File: src/rtl/ctn_pkg.sv
// ----------------------------------------------------------------------------
// ctn_pkg
// Shared constants and types for the control_to_neuron serial frame loader.
//   N_NEURONS  : phase words per frame (5x3 grid, row-major)
//   PHASE_W    : bits per phase word
//   FRAME_BITS : bits per frame (derived, not overridable)
//   CNT_W      : width of the in-frame bit counter
// A frame is an ascending vector [0:FRAME_BITS-1]; word k occupies
// bits [PHASE_W*k : PHASE_W*k+PHASE_W-1] with its MSB at the lower index.
// ----------------------------------------------------------------------------
package ctn_pkg;

    localparam int N_NEURONS  = 15;
    localparam int PHASE_W    = 4;
    localparam int FRAME_BITS = N_NEURONS * PHASE_W;
    localparam int CNT_W      = $clog2(FRAME_BITS);

    // Counter value on the edge that captures the last bit of a frame.
    localparam logic [CNT_W-1:0] CNT_LAST = CNT_W'(FRAME_BITS - 1);

    typedef logic [PHASE_W-1:0]    phase_t;
    typedef logic [0:FRAME_BITS-1] frame_t;

    // Modulo-FRAME_BITS increment of the bit counter.
    function automatic logic [CNT_W-1:0] cnt_next(input logic [CNT_W-1:0] cnt);
        logic [CNT_W-1:0] nxt;
        if (cnt == CNT_LAST) begin
            nxt = {CNT_W{1'b0}};
        end else begin
            nxt = cnt + CNT_W'(1);
        end
        return nxt;
    endfunction

    // Extract phase word k (0 = row 0 col 0) from a frame.
    function automatic phase_t frame_word(input frame_t frame, input int k);
        return frame[k*PHASE_W +: PHASE_W];
    endfunction

endpackage

File: src/rtl/ctn_if.sv
// ----------------------------------------------------------------------------
// ctn_if
// Bus between the serial controller and the neuron-array loader.
//   bit_in  : serial phase data, one bit per clock, MSB of each word first
//   phi_out : assembled phase frame [0:FRAME_BITS-1]
//   num     : one-clock frame-complete strobe
// Modports: master = controller side (drives bit_in),
//           slave  = loader side (drives phi_out and num).
// ----------------------------------------------------------------------------
interface ctn_if;
    import ctn_pkg::*;

    logic   bit_in;
    frame_t phi_out;
    logic   num;

    modport master (output bit_in, input phi_out, input num);
    modport slave  (input bit_in, output phi_out, output num);

endinterface

File: src/rtl/ctn_deser.sv
// ----------------------------------------------------------------------------
// ctn_deser
// Shift register plus modulo-FRAME_BITS bit counter.
//   clk     : rising-edge clock
//   rst_n   : synchronous active-low reset
//   bit_in  : serial data, shifted in every clock (X/Z passed through as-is)
//   frame_o : current shift-register contents; the oldest bit sits at index 0
//   done_o  : high while the counter is at its last value, i.e. the coming
//             edge captures the final bit of the current frame
// ----------------------------------------------------------------------------
module ctn_deser
    import ctn_pkg::*;
(
    input  logic   clk,
    input  logic   rst_n,
    input  logic   bit_in,
    output frame_t frame_o,
    output logic   done_o
);

    frame_t           shift_q;
    frame_t           shift_d;
    logic [CNT_W-1:0] cnt_q;
    logic [CNT_W-1:0] cnt_d;

    // Next-state: shift toward index 0 so the first bit of a frame ends at bit 0.
    always_comb begin
        shift_d = {shift_q[1:FRAME_BITS-1], bit_in};
        cnt_d   = cnt_next(cnt_q);
    end

    // State registers with synchronous active-low reset.
    always_ff @(posedge clk) begin
        if (!rst_n) begin
            shift_q <= {FRAME_BITS{1'b0}};
            cnt_q   <= {CNT_W{1'b0}};
        end else begin
            shift_q <= shift_d;
            cnt_q   <= cnt_d;
        end
    end

    assign frame_o = shift_q;
    assign done_o  = (cnt_q == CNT_LAST);

endmodule

File: src/rtl/control_to_neuron.sv
// ----------------------------------------------------------------------------
// control_to_neuron
// Serial-to-parallel loader for the oscillatory neural network array.
// Collects FRAME_BITS serial bits into a frame of N_NEURONS phase words and
// strobes num for one clock after each completed frame (frames back-to-back,
// no gap cycles).
//   clk    : rising-edge clock, single domain
//   rst_n  : synchronous active-low reset; discards any partial frame
//   bus    : ctn_if.slave (bit_in in; phi_out, num out)
// Build option CTN_SHADOW_EN:
//   defined   -> phi_out is a holding register loaded at frame end and stable
//                for the whole following frame
//   undefined -> phi_out follows the shift register every clock and holds a
//                valid frame only in the cycle num=1
// ----------------------------------------------------------------------------
module control_to_neuron
    import ctn_pkg::*;
(
    input  logic  clk,
    input  logic  rst_n,
    ctn_if.slave  bus
);

    frame_t frame_s;
    logic   done_s;
    logic   num_q;
    logic   num_d;

    ctn_deser u_deser (
        .clk     (clk),
        .rst_n   (rst_n),
        .bit_in  (bus.bit_in),
        .frame_o (frame_s),
        .done_o  (done_s)
    );

    // Strobe is set by the edge that captures the last bit of a frame.
    always_comb begin
        num_d = done_s;
    end

    // Frame-complete strobe register.
    always_ff @(posedge clk) begin
        if (!rst_n) begin
            num_q <= 1'b0;
        end else begin
            num_q <= num_d;
        end
    end

    assign bus.num = num_q;

`ifdef CTN_SHADOW_EN
    frame_t phi_q;
    frame_t phi_d;

    // Load the finished frame; it must include the bit arriving on this edge,
    // which is not yet inside the shift register.
    always_comb begin
        if (done_s) begin
            phi_d = {frame_s[1:FRAME_BITS-1], bus.bit_in};
        end else begin
            phi_d = phi_q;
        end
    end

    // Holding register for the presented frame.
    always_ff @(posedge clk) begin
        if (!rst_n) begin
            phi_q <= {FRAME_BITS{1'b0}};
        end else begin
            phi_q <= phi_d;
        end
    end

    assign bus.phi_out = phi_q;
`else
    assign bus.phi_out = frame_s;
`endif

endmodule

File: src/flat_wrapper.sv
// flat-port wrapper written by rule: the top's interface ports become plain ports
module control_to_neuron_flat import ctn_pkg::*;
  (clk, rst_n, bus_bit_in, bus_phi_out, bus_num);
  ctn_if bus_i ();
  input  logic clk;
  input  logic rst_n;
  input wire logic [$bits(bus_i.bit_in)-1:0] bus_bit_in;
  output wire logic [$bits(bus_i.phi_out)-1:0] bus_phi_out;
  output wire logic [$bits(bus_i.num)-1:0] bus_num;
  assign bus_i.bit_in = bus_bit_in;
  assign bus_phi_out = bus_i.phi_out;
  assign bus_num = bus_i.num;
  control_to_neuron u_core (.clk(clk), .rst_n(rst_n), .bus(bus_i));
endmodule
File: config.mk
export PLATFORM = sky130hd
export DESIGN_NAME = control_to_neuron_flat
export DESIGN_NICKNAME = d
export VERILOG_FILES = /design/src/rtl/ctn_pkg.sv /design/src/rtl/ctn_if.sv /design/src/rtl/ctn_deser.sv /design/src/rtl/control_to_neuron.sv /design/src/flat_wrapper.sv
export SDC_FILE = /design/constraint.sdc
export NUM_CORES = 1
export LEC_CHECK = 0
export BUFFER_PORTS_ARGS = -buffer_cell sky130_fd_sc_hd__buf_2
export CORE_MARGIN = 1.5
export CORE_UTILIZATION = 43
export CTS_BUF_LIST = sky130_fd_sc_hd__clkbuf_4 sky130_fd_sc_hd__clkbuf_8 sky130_fd_sc_hd__clkbuf_16
export CTS_CLUSTER_DIAMETER = 40
export CTS_CLUSTER_SIZE = 14
export DETAILED_ROUTE_END_ITERATION = 10
export HOLD_SLACK_MARGIN = 0.15
export PLACE_DENSITY = 0.75
export SLEW_MARGIN = 0
export SYNTH_ARGS = -nofsm -noshare
export SYNTH_HDL_FRONTEND = slang
export SYNTH_SLANG_ARGS = --single-unit
File: constraint.sdc
create_clock -name clk -period 1.1 [get_ports clk]
set_input_delay 0 -clock clk [delete_from_list [all_inputs] [get_ports clk]]
set_output_delay 0 -clock clk [all_outputs]
set_load 0.02 [all_outputs]
==> flow_summary_export.csv <==
group,metric,value,unit
logic_synthesis,synth_seq_cells,67,
global_routing,met3_usage,10.4,%
setup_path,cp_data_arrival_time,1.30,ns
logic_synthesis,synthCells,153,
status,status,"complete, no violations",
place,numPortBuffers,63,
timing,grt_setup_unrepaired,"true",
logic_synthesis,yosysWarnings,0,
timing,fmax,0.920,GHz
timing,skew,0.00671,ns
global_routing,grt_start_max_net_pins,63,
setup_path,cp-startpoint,"u_core.u_deser.cnt_q[0]",
finish,area_growth_syn_to_layout,35.1,%
setup_path,r2r_cells,4,
finish,nets,231,
finish,fillers,354,
setup_path,crit_fanout,6,
logic_synthesis,avgSynthCellArea,12.2,um^2
finish,multi_input_area,532,um^2
clock_tree,root_buffer,"clkbuf_8",
timing,max_slew_margin,50.4,%
clock_tree,cts_tree,"yes",
clock_tree,clk_latency,0.33,ns
timing,finalMaxSlewViolations,0,
die,coreArea,4090,um^2
die,die_w,68.8,um
worst_hold_path,min_path_cells,2,
worst_hold_path,hold_class,"in -> reg",
finish,fin_util,61.5,%
logic_synthesis,synthTopCellsByArea,"dfxtp_1 (72%), and2_1 (21%), clkbuf_1 (1.2%), nor2_1 (1.2%), xor2_1 (0.94%)",
logic_synthesis,synth_flop_cell,"dfxtp_1",
finish,fin_area,2510,um^2
pwr,vdd_drop_max,1.06,mV
logic_synthesis,yosysTopAreaCell,"dfxtp_1",
logic_synthesis,synth.yosys.seq_area_share,72.1,%
timing,worst_pin_slew,0.745,ns
logic_synthesis,synth.distinct_cells,16,
setup_path,startpoint_type,"flop",
die,dieArea,4730,um^2
finish,drive_above_1_share,39.7,%
global_routing,grtUsageTotal,14.6,%
clock_tree,cts.sinks,67,
global_routing,grt_use_met2,20.4,%
global_routing,grt_pass1_wl,4.69,mm
setup_path,endpoint_kind,"flop",
clock_tree,clockBufferDepth,2,
setup_path,critPathSlowestCell,"dfxtp_4",
detailed_routing,antenna_left,0,
detailed_routing,drc_errors,0,
detailed_routing,drt_pre_antenna_iters,4,
detailed_routing,post_drt_via_cell_ratio,4.30,
die,io_pins,64,
finish,insertedDiodeCount,0,
detailed_routing,vias,1214,
logic_synthesis,synthTopCellsByCount,"dfxtp_1 (67), and2_1 (61), clkbuf_1 (6), nor2_1 (6), xor2_1 (2)",
global_routing,grt_antenna_before_repair,0,
clock_tree,clk_pin_slew_worst_paths,0.06,ns
clock_tree,cts_inserted_buffers,9,
logic_synthesis,synthesis.nets,157,
logic_synthesis,yosysMostFrequentCell,"dfxtp_1",
setup_path,slowest_delay,0.36,ns
global_routing,use_met1,16.0,%
die,initial_core_util,45.5,%
logic_synthesis,synthArstFlopShare,0,%
place,gp_congestion,0.637,
timing,fin_crit_sh,98.8,%
timing,period_minus_slack,1.09,ns
worst_hold_path,hold_path_startpoint,"rst_n",
detailed_routing,drtIter0Drc,39,
finish,register_area,1350,um^2
place,place_area,2230,um^2
global_routing,busiest_layer,"met2",
clock_tree,ctsHtreeMaxLevel,3,
die,rows,23,
global_routing,overflow,0,
pwr,leakagePower,1.25,nW
job,drv_cap,0,
detailed_routing,wire_per_inst,11.3,um
detailed_routing,wl,3.18,mm
setup_path,r2r-start,"u_core.u_deser.cnt_q[0]",
logic_synthesis,synth_area,1860,um^2
setup_path,required,1.32,ns
global_routing,grt_pass1_vias,1103,
logic_synthesis,synth_edf_count,0,
setup_path,crit_chain,"ha_4, nand4_1, o21ai_4, nor2_1",
timing,finalHoldViolCount,0,
die,die_h,68.8,um
timing,tns,0,ns
pwr,cellPowerDensity,1820,nW/um^2
place,hpwl,1.96,mm
timing,setup_violations,0,
setup_path,setup.worst_path.class,"reg -> reg",
logic_synthesis,synth_top_area_share,72.1,%
worst max-delay path: cells and delay by family (launching register included):
kind                       cells  cell delay (ns)
AOI/OAI and AO/OA              1             0.26
and+or+nand+nor                2             0.22
DFF                            1             0.36
adders and majority gates      1             0.13
kinds of logic (layout without fill, tap and decap cells):
kind of cell             count (synthesis)  count (layout)  share of synthesized area, %
AND/OR/NAND/NOR                         72              72                          23.4
XOR/XNOR                                 3               3                          1.41
adder cells (fa/ha/maj)                  1               1                         0.672
flip-flops                              67              67                          72.1
AO/OA/AOI/OAI                            3               3                          1.01
buffers and inverters                    7              86                          1.41
metal layers:
metal,up-vias,routed length [um]
li1,616,-
met4,0,51
met3,7,343
met5,-,0
met1,536,1460
met2,55,1320
cell usage in the layout (no fill, tap or decap), types with 2 or more instances in the layout:
cell / count
nor2_1: 5
buf_2: 63
clkbuf_8: 10
xor2_1: 2
buf_4: 4
clkbuf_4: 4
dfxtp_1: 65
and2_1: 61
power breakdown:
| group | leakage (nW) | switching, mW | internal, mW |
|---|---|---|---|
| Sequential | 0.541 | 0.0127 | 2.44 |
| Combinational | 0.601 | 0.0580 | 0.0413 |
| Clock | 0.108 | 0.807 | 1.21 |
timing repair:
item                                    4_1_cts  5_1_grt
hold buffers                                  1        0
endpoints found under the hold margin         1        0
resized for setup                             5        5
pin swaps                                     4        2
buffers inserted                              2        1
endpoints found under the setup margin        6        6
area by class of cell:
| type | instances | area share, % |
|---|---|---|
| repair buffers | 69 | 14.6 |
| flip-flops and latches | 67 | 53.6 |
| clock buffers | 14 | 6.67 |
| multi-input cells | 79 | 21.2 |
| clock inverters | 2 | 1.39 |
| inverters | 1 | 0.149 |
| well taps | 50 | 2.49 |
final timing paths:
check	endpoint	slack [ns]
setup / recovery	u_core.u_deser.cnt_q[1]	0.01
hold / removal	u_core.u_deser.frame_o[58]	0.32
setup reg to reg	u_core.u_deser.cnt_q[1]	0.01
hold reg to reg	u_core.u_deser.frame_o[18]	0.45
state kept, by name, summed over array words and instances, names as in the netlist:
name,cells
u_core.u_deser.frame_o,60
u_core.u_deser.cnt_q,6
u_core.bus.num,1
through the flow:
stage	instances	hold slack, ns	worst slack (ns)	power, mW
global placement	262	0.212	-0.0334	2.58
finish	282	0.317	0.0129	4.57
detailed placement	262	0.222	-0.101	2.58
CTS	281	0.320	-0.0148	4.66
global route	282	0.366	-0.0271	4.77
floorplan	153	0.122	0.0137	2.55
Power figures use the tool's default switching activity.
